## config.mk

```make
export PLATFORM = sky130hd
export DESIGN_NAME = hazard_unit_nw
export DESIGN_NICKNAME = d
export VERILOG_FILES = /design/src/rtl/hazard_pkg.sv /design/src/rtl/hazard_unit_nw_lane_match.sv /design/src/rtl/hazard_unit_nw.sv
export SDC_FILE = /design/constraint.sdc
export NUM_CORES = 1
export LEC_CHECK = 0
export ABC_AREA = 1
export BUFFER_PORTS_ARGS = -buffer_cell sky130_fd_sc_hd__buf_2
export CORE_MARGIN = 3
export CORE_UTILIZATION = 47
export DETAILED_ROUTE_END_ITERATION = 7
export PLACE_DENSITY = 0.78
export SLEW_MARGIN = 20
export SYNTH_ARGS = -nofsm -noshare
export SYNTH_HDL_FRONTEND = slang
export SYNTH_SLANG_ARGS = --single-unit
```

## constraint.sdc

```tcl
create_clock -name clk -period 1.5 [get_ports clk]
set_input_delay 0.3 -clock clk [delete_from_list [all_inputs] [get_ports clk]]
set_output_delay 0.3 -clock clk [all_outputs]
set_load 0.005 [all_outputs]
```

## src/rtl/hazard_pkg.sv

```systemverilog
// Shared types and constants for the N-lane hazard unit.
package hazard_pkg;

    typedef enum logic {
        M_IDLE = 1'b0,
        M_BUSY = 1'b1
    } mult_state_t;

    localparam int unsigned REG_ZERO  = 0;
    localparam int unsigned DEF_LANES = 2;
    localparam int unsigned DEF_REG_W = 5;

endpackage

```

## src/rtl/hazard_unit_nw_lane_match.sv

```systemverilog
// Load-use match for one decode lane against every execute lane.
module lane_match
    import hazard_pkg::*;
#(
    parameter int unsigned LANES = DEF_LANES,
    parameter int unsigned REG_W = DEF_REG_W
) (
    input  logic [LANES-1:0]       MemToRegE,
    input  logic [LANES*REG_W-1:0] RegDstE,
    input  logic [REG_W-1:0]       RsD,
    input  logic [REG_W-1:0]       RtD,
    output logic                   match
);

    logic [REG_W-1:0] dst;

    // OR together matches from all execute lanes; $0 never matches
    always_comb begin
        match = 1'b0;
        dst   = '0;
        for (int unsigned l = 0; l < LANES; l++) begin
            dst = RegDstE[l*REG_W +: REG_W];
            if (MemToRegE[l] && (dst != REG_W'(REG_ZERO)) &&
                ((dst == RsD) || (dst == RtD))) begin
                match = 1'b1;
            end
        end
    end

endmodule

```

## src/rtl/hazard_unit_nw.sv

```systemverilog
// N-lane load-use / HI-LO hazard unit with programmable flush hold
// and a saturating stall-cycle counter.
module hazard_unit_nw
    import hazard_pkg::*;
#(
    parameter int unsigned LANES        = DEF_LANES,
    parameter int unsigned REG_W        = DEF_REG_W,
    parameter int unsigned FLUSH_CYCLES = 1,
    parameter int unsigned CNT_W        = 16
) (
    input  logic                   clk,
    input  logic                   reset,
    input  logic [LANES-1:0]       MemToRegE,
    input  logic [LANES*REG_W-1:0] RegDstE,
    input  logic [LANES*REG_W-1:0] RsD,
    input  logic [LANES*REG_W-1:0] RtD,
    input  logic [LANES-1:0]       HiLoReadD,
    input  logic                   Start_mult,
    input  logic                   mult_ready,
    input  logic                   BTFlush,
    input  logic                   JFlush,
    output logic                   stall,
    output logic                   flush,
    output logic [LANES-1:0]       hazard_lane,
    output logic                   mult_busy,
    output logic [CNT_W-1:0]       stall_cycles
);

    localparam int unsigned     FC_W    = $clog2(FLUSH_CYCLES + 1);
    localparam logic [FC_W-1:0] FC_LOAD = FC_W'(FLUSH_CYCLES - 1);

    mult_state_t     mstate;
    logic [FC_W-1:0] fcnt;
    logic [LANES-1:0] match;
    logic            redirect;
    logic            hilo_hazard;

    genvar j;
    generate
        for (j = 0; j < LANES; j++) begin : g_lane
            lane_match #(
                .LANES (LANES),
                .REG_W (REG_W)
            ) u_match (
                .MemToRegE (MemToRegE),
                .RegDstE   (RegDstE),
                .RsD       (RsD[j*REG_W +: REG_W]),
                .RtD       (RtD[j*REG_W +: REG_W]),
                .match     (match[j])
            );
        end
    endgenerate

    // Combinational hazard outputs; reset low forces them all to zero
    // even though the inputs are not gated upstream.
    always_comb begin
        redirect    = BTFlush | JFlush;
        mult_busy   = (mstate == M_BUSY);
        flush       = reset & (redirect | (fcnt != '0));
        hazard_lane = (reset && !flush) ? match : '0;
        hilo_hazard = mult_busy & (|HiLoReadD);
        stall       = reset & !flush & ((|hazard_lane) | hilo_hazard);
    end

    // Multiplier tracking FSM; independent of flush
    always_ff @(posedge clk or negedge reset) begin
        if (!reset) begin
            mstate <= M_IDLE;
        end else begin
            case (mstate)
                M_IDLE:  if (Start_mult && !mult_ready) mstate <= M_BUSY;
                M_BUSY:  if (mult_ready) mstate <= M_IDLE;
                default: mstate <= M_IDLE;
            endcase
        end
    end

    // Flush hold counter; redirect reloads even mid-countdown
    always_ff @(posedge clk or negedge reset) begin
        if (!reset) begin
            fcnt <= '0;
        end else if (redirect) begin
            fcnt <= FC_LOAD;
        end else if (fcnt != '0) begin
            fcnt <= fcnt - 1'b1;
        end
    end

    // Saturating count of stalled cycles
    always_ff @(posedge clk or negedge reset) begin
        if (!reset) begin
            stall_cycles <= '0;
        end else if (stall && (stall_cycles != '1)) begin
            stall_cycles <= stall_cycles + 1'b1;
        end
    end

endmodule

```

==> results of run 1 <==
[worst paths after layout]
check                      cells after the start             start  slack (ps)                to
max in group asynchronous                      2             reset        1230   stall_cycles[0]
min in group clk                               2        mult_ready         190         mult_busy
max reg2reg                                   10   stall_cycles[1]         -80  stall_cycles[15]
min                                            2             reset          60   stall_cycles[2]
min reg2reg                                    2  stall_cycles[13]         540  stall_cycles[13]
max                                           11        RegDstE[0]        -110    hazard_lane[0]
[through the flow]
stage,total power [mW],cell area [µm²],cells
6_report,1.62,2950,451
5_1_grt,1.71,2950,451
4_1_cts,1.52,2740,448
3_5_place_dp,1.11,2450,436
3_3_place_gp,1.10,2450,436
2_1_floorplan,0.854,1930,306
[cells in the mapped netlist, drive strengths merged]
cell type	instances	area, µm²
xnor2	13	114
xor2	13	114
nand2	139	584
nor2	30	130
clkbuf	1	7.51
inv	40	150
o21a	1	7.51
nand4	20	140
a21boi	2	15.0
nor4	1	6.26
nand3	14	87.6
dfrtp	17	425
ha	1	12.5
o21ai	2	10.0
buf	7	55.1
nor3	5	40.0
[power by group through the flow]
stage                     combinational [mW]  sequential [mW]  clock, mW
after global placement                 0.554            0.542          0
after detailed placement               0.568            0.545          0
after CTS                              0.633            0.536      0.355
after global routing                   0.798            0.540      0.375
after floorplan                        0.286            0.568          0
final                                  0.736            0.537      0.344
[final cells by class]
type | count | share of cell area [%]
well taps | 48 | 2.04
multi-input cells | 241 | 48.9
inverters | 40 | 5.69
flip-flops and latches | 17 | 14.5
clock buffers | 4 | 1.53
repair buffers | 101 | 27.4
[sequential cells by signal, indices dropped and copies added (netlist names)]
name and flops:
stall_cycles 16, mult_busy 1
[cells by family (layout without fill, tap and decap cells)]
logic type | Yosys count | count (layout) | synth area share, %
AO/OA/AOI/OAI | 5 | 5 | 1.71
XOR/XNOR | 26 | 26 | 12.0
adder cells (fa/ha/maj) | 1 | 1 | 0.659
buffers and inverters | 48 | 145 | 11.2
flip-flops | 17 | 17 | 22.4
AND/OR/NAND/NOR | 209 | 209 | 52.0
[routing by layer]
metal | routed length, µm | up-vias
met5 | 0 | -
met4 | 53 | 0
met2 | 3030 | 92
met3 | 458 | 4
li1 | - | 1146
met1 | 2600 | 1054
[placed cells by master (no fill, tap or decap), drive strengths merged]
cell	count
a21boi	2
buf	101
clkbuf	4
dfrtp	17
ha	1
inv	40
nand2	139
nand3	14
nand4	20
nor2	30
nor3	5
nor4	1
o21a	1
o21ai	2
xnor2	13
xor2	13
[what timing repair did]
item | CTS | global route
gates cloned | 1 | 0
pin swaps | 28 | 31
endpoints found under the setup margin | 19 | 19
buffers inserted | 7 | 3
gates resized for setup | 46 | 62
==> results.md, run 1 <==
- Status: complete, but fails checks
- Failing checks: setup timing
- Internal power: 1.05 mW
- Htree depth: 1
- Initial DRC Count: 159
- GPL Wtd Cong: 0.917
- Fraction of layout cells with a size suffix above 1: 47.9%
- Tmin final: 1610 ps
- CP Max Fanout: 5
- Largest stage delay, worst path: 150 ps
- Distinct cells, synth: 28
- CP Buf/Inv Count: 4
- Hold buffer count at cts: 0
- Seq pwr share: 33.2%
- Multi-input logic area: 1440 µm²
- TNS Setup: -1380 ps
- Final Util: 78.1%
- Required @ worst endpoint: 1200 ps
- Clk pwr share: 21.3%
- Row cnt: 22
- IO buf count: 60
- Critical path, cell by cell: buf_8, xor2_1, nor2_1, nand3_1, nand2_1, nand2_1, nand2_2, nand2_4, buf_4, inv_1, buf_2
- Die height: 69.6 µm
- Sw frac: 35.1%
- Data arrival, critical path: 1310 ps
- Fill cell count: 262
- First-pass DRT Iterations: 4
- Number of global-route vias before repair: 2,160
- Pleak: 1.65 nW
- Largest net degree at the start of global routing: 18
- Startpoint types: primary input
- Max Slew Vio Count: 0
- Total gr overflow: 0
- Met1 usage: 34.3%
- CP Class: primary input to output port
- Initial core utilization: 50.4%
- First-pass GRT wire length: 9810 µm
- Die Width: 69.6 µm
- Grt met3 use: 3.91%
- Place WS: -268 ps
- Hold Path Class: primary input to async pin
- Max clock buf depth: 2
- Max VDD drop: 0.000325 V
- Register area: 427 µm²
- CTS sink count: 17
- Avg Inst Size Synth: 6.21 µm²
- Initial antenna violation count: 0
- Max-Cap Viols: 0
- DRT Wirelength: 6150 µm
- Register area share after synthesis: 22.4%
- CP dominant cell by count: nand2_1
- Remaining DRCs: 0
- Fin crit share: 108%
- DR vias: 2,296
- Area of the mapped netlist: 1900 µm²
- GR peak layer: met2
- Final setup fails: 19
- I/O pin count: 61
- Unrepaired setup endpoints after global routing: true
- Max-slew headroom: 81.8%
- Via density per instance: 5.09
- Grt met2 use: 39.8%
- Clock transition at the registers of the reported paths: 70 ps
- Antenna-violating nets left: 0
- Comb pwr share: 45.5%
- CTS tree: yes
- Number of synthesized register bits: 17
- Die area: 4840 µm²
- Pwr/cell area: 549 nW/µm²
- Hold Slack: 60.4 ps
- CTS Buf Count: 3
- Average routed wire per standard cell: 13.6 µm
- Clock latency on the worst-skew pair: 250 ps
- Achievable Freq: 620 MHz
- N_diodes: 0
- NetSw: 0.568 mW
- GRT Total Usage: 24.4%
- Syn-to-layout area delta: 55.1%
- Hold Fails Final Rpt: 0
- Area of the core: 3770 µm²
- Fin nets: 445
- Synth Net Count: 347
- Ys Warns: 0
- Syn Inst Count: 306
- Final Skew: 1.97 ps
- Measured slew at the worst slew-check pin: 273 ps
- HPWL after DPL: 4490 µm
- Final setup margin: -114 ps
- Critical Path Slowest Stage Cell: xor2_1
- CP endpoint kind: output port
- Delay-heaviest family, CP: simple AND/OR/NAND/NOR gates
- Root Buffer: clkbuf_8
(Power assumes the default switching activity.)
==> inputs of run 2 (changes only) <==
Settings changed: ABC_AREA 1 to unset, CORE_UTILIZATION 47 to 44, PLACE_DENSITY 0.78 to 0.77, SKIP_LAST_GASP set to 1.
==> run 2 against run 1 <==
- the flow still finishes with violations (setup timing)
- first-iteration DRC count up 0.63%
- clock-buffer cell count fell by 1
- core utilization up 1.5 points
- critical endpoint is now stall_cycles[5]
- largest power group unchanged
==> results.md, run 2 <==
- NetSw: 0.483 mW (was 0.568 mW)
- Synth area leaders: dfrtp_1, xor2_1, xnor2_1 (was nand2_1, dfrtp_1, nand2_2)
- DRT Wirelength: 5390 µm (was 6150 µm)
- Top_reg_cell synth: dfrtp_1 (unchanged)
- CP Class: primary input to flop (was primary input to output port)
- CTS tree: yes (unchanged)
- Internal power: 0.933 mW (was 1.05 mW)
- CTS sink count: 17 (unchanged)
- Met1 WL: 2160 µm (was 2600 µm)
- Hold Path Class: primary input to flop (was primary input to async pin)
- Antenna-violating nets left: 0 (unchanged)
- N_diodes: 0 (unchanged)
- Remaining DRCs: 0 (unchanged)
- Fin crit share: 126% (was 108%)
- GPL Wtd Cong: 0.827 (was 0.917)
- Achievable Freq: 528 MHz (was 620 MHz)
- Die height: 64.1 µm (was 69.6 µm)
- Root Buffer: clkbuf_4 (was clkbuf_8)
- CP Max Fanout: 8 (was 5)
- Clock latency on the worst-skew pair: 290 ps (was 250 ps)
- Row cnt: 20 (was 22)
- First-pass GRT wire length: 7510 µm (was 9810 µm)
- Area of the mapped netlist: 1480 µm² (was 1900 µm²)
- Distinct cells, synth: 37 (was 28)
- Avg Inst Size Synth: 9.16 µm² (was 6.21 µm²)
- Final setup fails: 20 (was 19)
- Simple-gate share of the synthesized area: 23.5% (was 52.0%)
- Sw frac: 34.1% (was 35.1%)
- Place WS: -534 ps (was -268 ps)
- Clock transition at the registers of the reported paths: 100 ps (was 70 ps)
- Post-synthesis adder-cell area fraction: 0.843% (was 0.659%)
- Hold Slack: 153 ps (was 60.4 ps)
- EDFF count, synth: 0 (unchanged)
- Fin nets: 312 (was 445)
- CP endpoint kind: flop (was output port)
- Pwr Total: 1.42 mW (was 1.62 mW)
- GRT Total Usage: 22.8% (was 24.4%)
- Top sig layer: met4 (unchanged)
- Compound-gate portion of the synthesized area: 9.95% (was 1.71%)
- Metal2 WL: 2670 µm (was 3030 µm)
- Most frequent cells in the layout: buf_2, buf_4, xor2_1 (was nand2_1, buf_2, buf_4)
- Data arrival, critical path: 2100 ps (was 1310 ps)
- Placed Cells: 295 (was 436)
- Initial antenna violation count: 0 (unchanged)
- Required @ worst endpoint: 1710 ps (was 1200 ps)
- Number of global-route vias before repair: 1,660 (was 2,160)
- Ys Warns: 0 (unchanged)
- Final setup margin: -392 ps (was -114 ps)
- Commonest non-fill, non-tap cell in the layout: buf_2 (was nand2_1)
- Max VDD drop: 0.000705 V (was 0.000325 V)
- I/O pin count: 61 (unchanged)
- Area of the core: 3130 µm² (was 3770 µm²)
- Largest register FFs: 16 (unchanged)
- Reg with most FFs: stall_cycles (unchanged)
- Async S/R FF share, synth: 100% (unchanged)
- Average routed wire per standard cell: 17.2 µm (was 13.6 µm)
- Fraction of layout cells with a size suffix above 1: 58.9% (was 47.9%)
- Most common cell in the synthesized netlist: xor2_1 (was nand2_1)
- Die Width: 64.1 µm (was 69.6 µm)
- Tmin final: 1890 ps (was 1610 ps)
- Initial DRC Count: 160 (was 159)
- Max Slew Vio Count: 0 (unchanged)
- Synth Area in XOR/XNOR: 30.7% (was 12.0%)
- Initial core utilization: 47.4% (was 50.4%)
- Max-Cap Viols: 0 (unchanged)
- Pwr/cell area: 569 nW/µm² (was 549 nW/µm²)
- Largest family of logic cells by synthesized area: XOR/XNOR gates (was simple AND/OR/NAND/NOR gates)
- Max-slew headroom: 76.9% (was 81.8%)
- Seq pwr share: 37.6% (was 33.2%)
- Unrepaired setup endpoints after global routing: true (unchanged)
- Met3 Routed Length: 364 µm (was 458 µm)
- Comb pwr share: 45.9% (was 45.5%)
- Startpoint types: primary input (unchanged)
- Top cell type by total area after synthesis: dfrtp_1 (was nand2_1)
- Synth top area share: 28.7% (was 23.3%)
- Post-synthesis mux area share: 1.77% (was 0%)
- First-pass DRT Iterations: 4 (unchanged)
- Total gr overflow: 0 (unchanged)
- HPWL after DPL: 3370 µm (was 4490 µm)
- Syn-to-layout area delta: 67.7% (was 55.1%)
- Post-Layout Cell Count: 314 (was 451)
- Status: complete, but fails checks (unchanged)
- Clk pwr share: 16.5% (was 21.3%)
- Failing checks: setup timing (unchanged)
- Synth cell count leaders: xor2_1, nor2_1, dfrtp_1 (was nand2_1, nor2_1, inv_1)
- Synth Net Count: 203 (was 347)
- Via density per instance: 5.26 (was 5.09)
- CTS Buf Count: 3 (unchanged)
- Max clock buf depth: 2 (unchanged)
- DR vias: 1,652 (was 2,296)
- Pleak: 1.25 nW (was 1.65 nW)
- Die area: 4110 µm² (was 4840 µm²)
- Hold Fails Final Rpt: 0 (unchanged)
- Final Skew: 11.1 ps (was 1.97 ps)
- Htree depth: 1 (unchanged)
- Largest net degree at the start of global routing: 12 (was 18)
- Measured slew at the worst slew-check pin: 342 ps (was 273 ps)
- IO buf count: 60 (unchanged)
- Number of synthesized register bits: 17 (unchanged)
- Register area share after synthesis: 28.7% (was 22.4%)
- Syn Inst Count: 162 (was 306)
==> run 2: cell count changes in the layout (fill, tap and decap cells not counted), moves of 12 or more <==
cell,before,now
nand4_1,19,5
nand2_2,27,0
xor2_1,12,38
inv_2,20,0
nand2_1,101,4
buf_2,39,51
inv_1,16,0
==> run 2: per-layer routing <==
metal,up-vias,GRT usage [%]
met1,786,28.8
met4,0,5.93
met5,-,0
li1,764,-
met3,21,4.57
met2,81,39.2
==> run 2: layout make-up <==
cell class              count  area (µm²)
flip-flops and latches     17         425
multi-input cells         134        1170
well taps                  44        55.1
fillers                   172         639
repair buffers            115         808
clock inverters             1        5.00
clock buffers               3        22.5
==> run 2: critical path: stages <==
cell	delay [ps]
buf_8	110
xor2_2	170
nor3_2	220
a22oi_2	110
o221a_4	310
buf_4	130
buf_6	110
nand2_4	70
buf_8	140
nand4_1	160
xnor2_1	250
==> run 2: timing repair <==
action                                  in CTS  in global routing
pin swaps                                   24                 26
endpoints found under the setup margin      19                 20
hold endpoints to repair                    17                  0
setup buffers                               11                  5
hold buffers                                 1                  0
resized for setup                           32                 31
==> run 2: worst paths after layout <==
kind	endpoint	cells after the start	start	slack, ps
setup / recovery	stall_cycles[5]	11	RegDstE[4]	-390
hold reg to reg	mult_busy	2	mult_busy	520
max in group asynchronous	stall_cycles[14]	4	reset	1100
setup reg to reg	stall_cycles[1]	6	stall_cycles[7]	-310
hold / removal	mult_busy	2	mult_ready	150
min in group asynchronous	stall_cycles[8]	3	reset	180
==> run 2: kinds of logic after synthesis <==
family,count (synthesis)
flops,17
mux,2
simple gates,64
fa+ha+maj,1
compound gates,15
xor+xnor,52
buf+inv,11
==> run 2: power groups by stage <==
stage	registers, mW	clock network, mW	logic (mW)
after floorplan	0.549	0	0.245
after global placement	0.530	0	0.509
after detailed placement	0.528	0	0.516
after CTS	0.522	0.242	0.569
after global routing	0.534	0.261	0.693
final	0.532	0.233	0.650
==> run 2: stage by stage <==
step	instance area, µm²	utilization [%]	TNS (ps)
5_1_grt	2490	79.6	-5850
4_1_cts	2330	74.6	-4500
3_5_place_dp	2080	66.6	-8130
3_3_place_gp	2080	66.6	-7500
6_report	2490	79.6	-5010
2_1_floorplan	1530	-	-4670
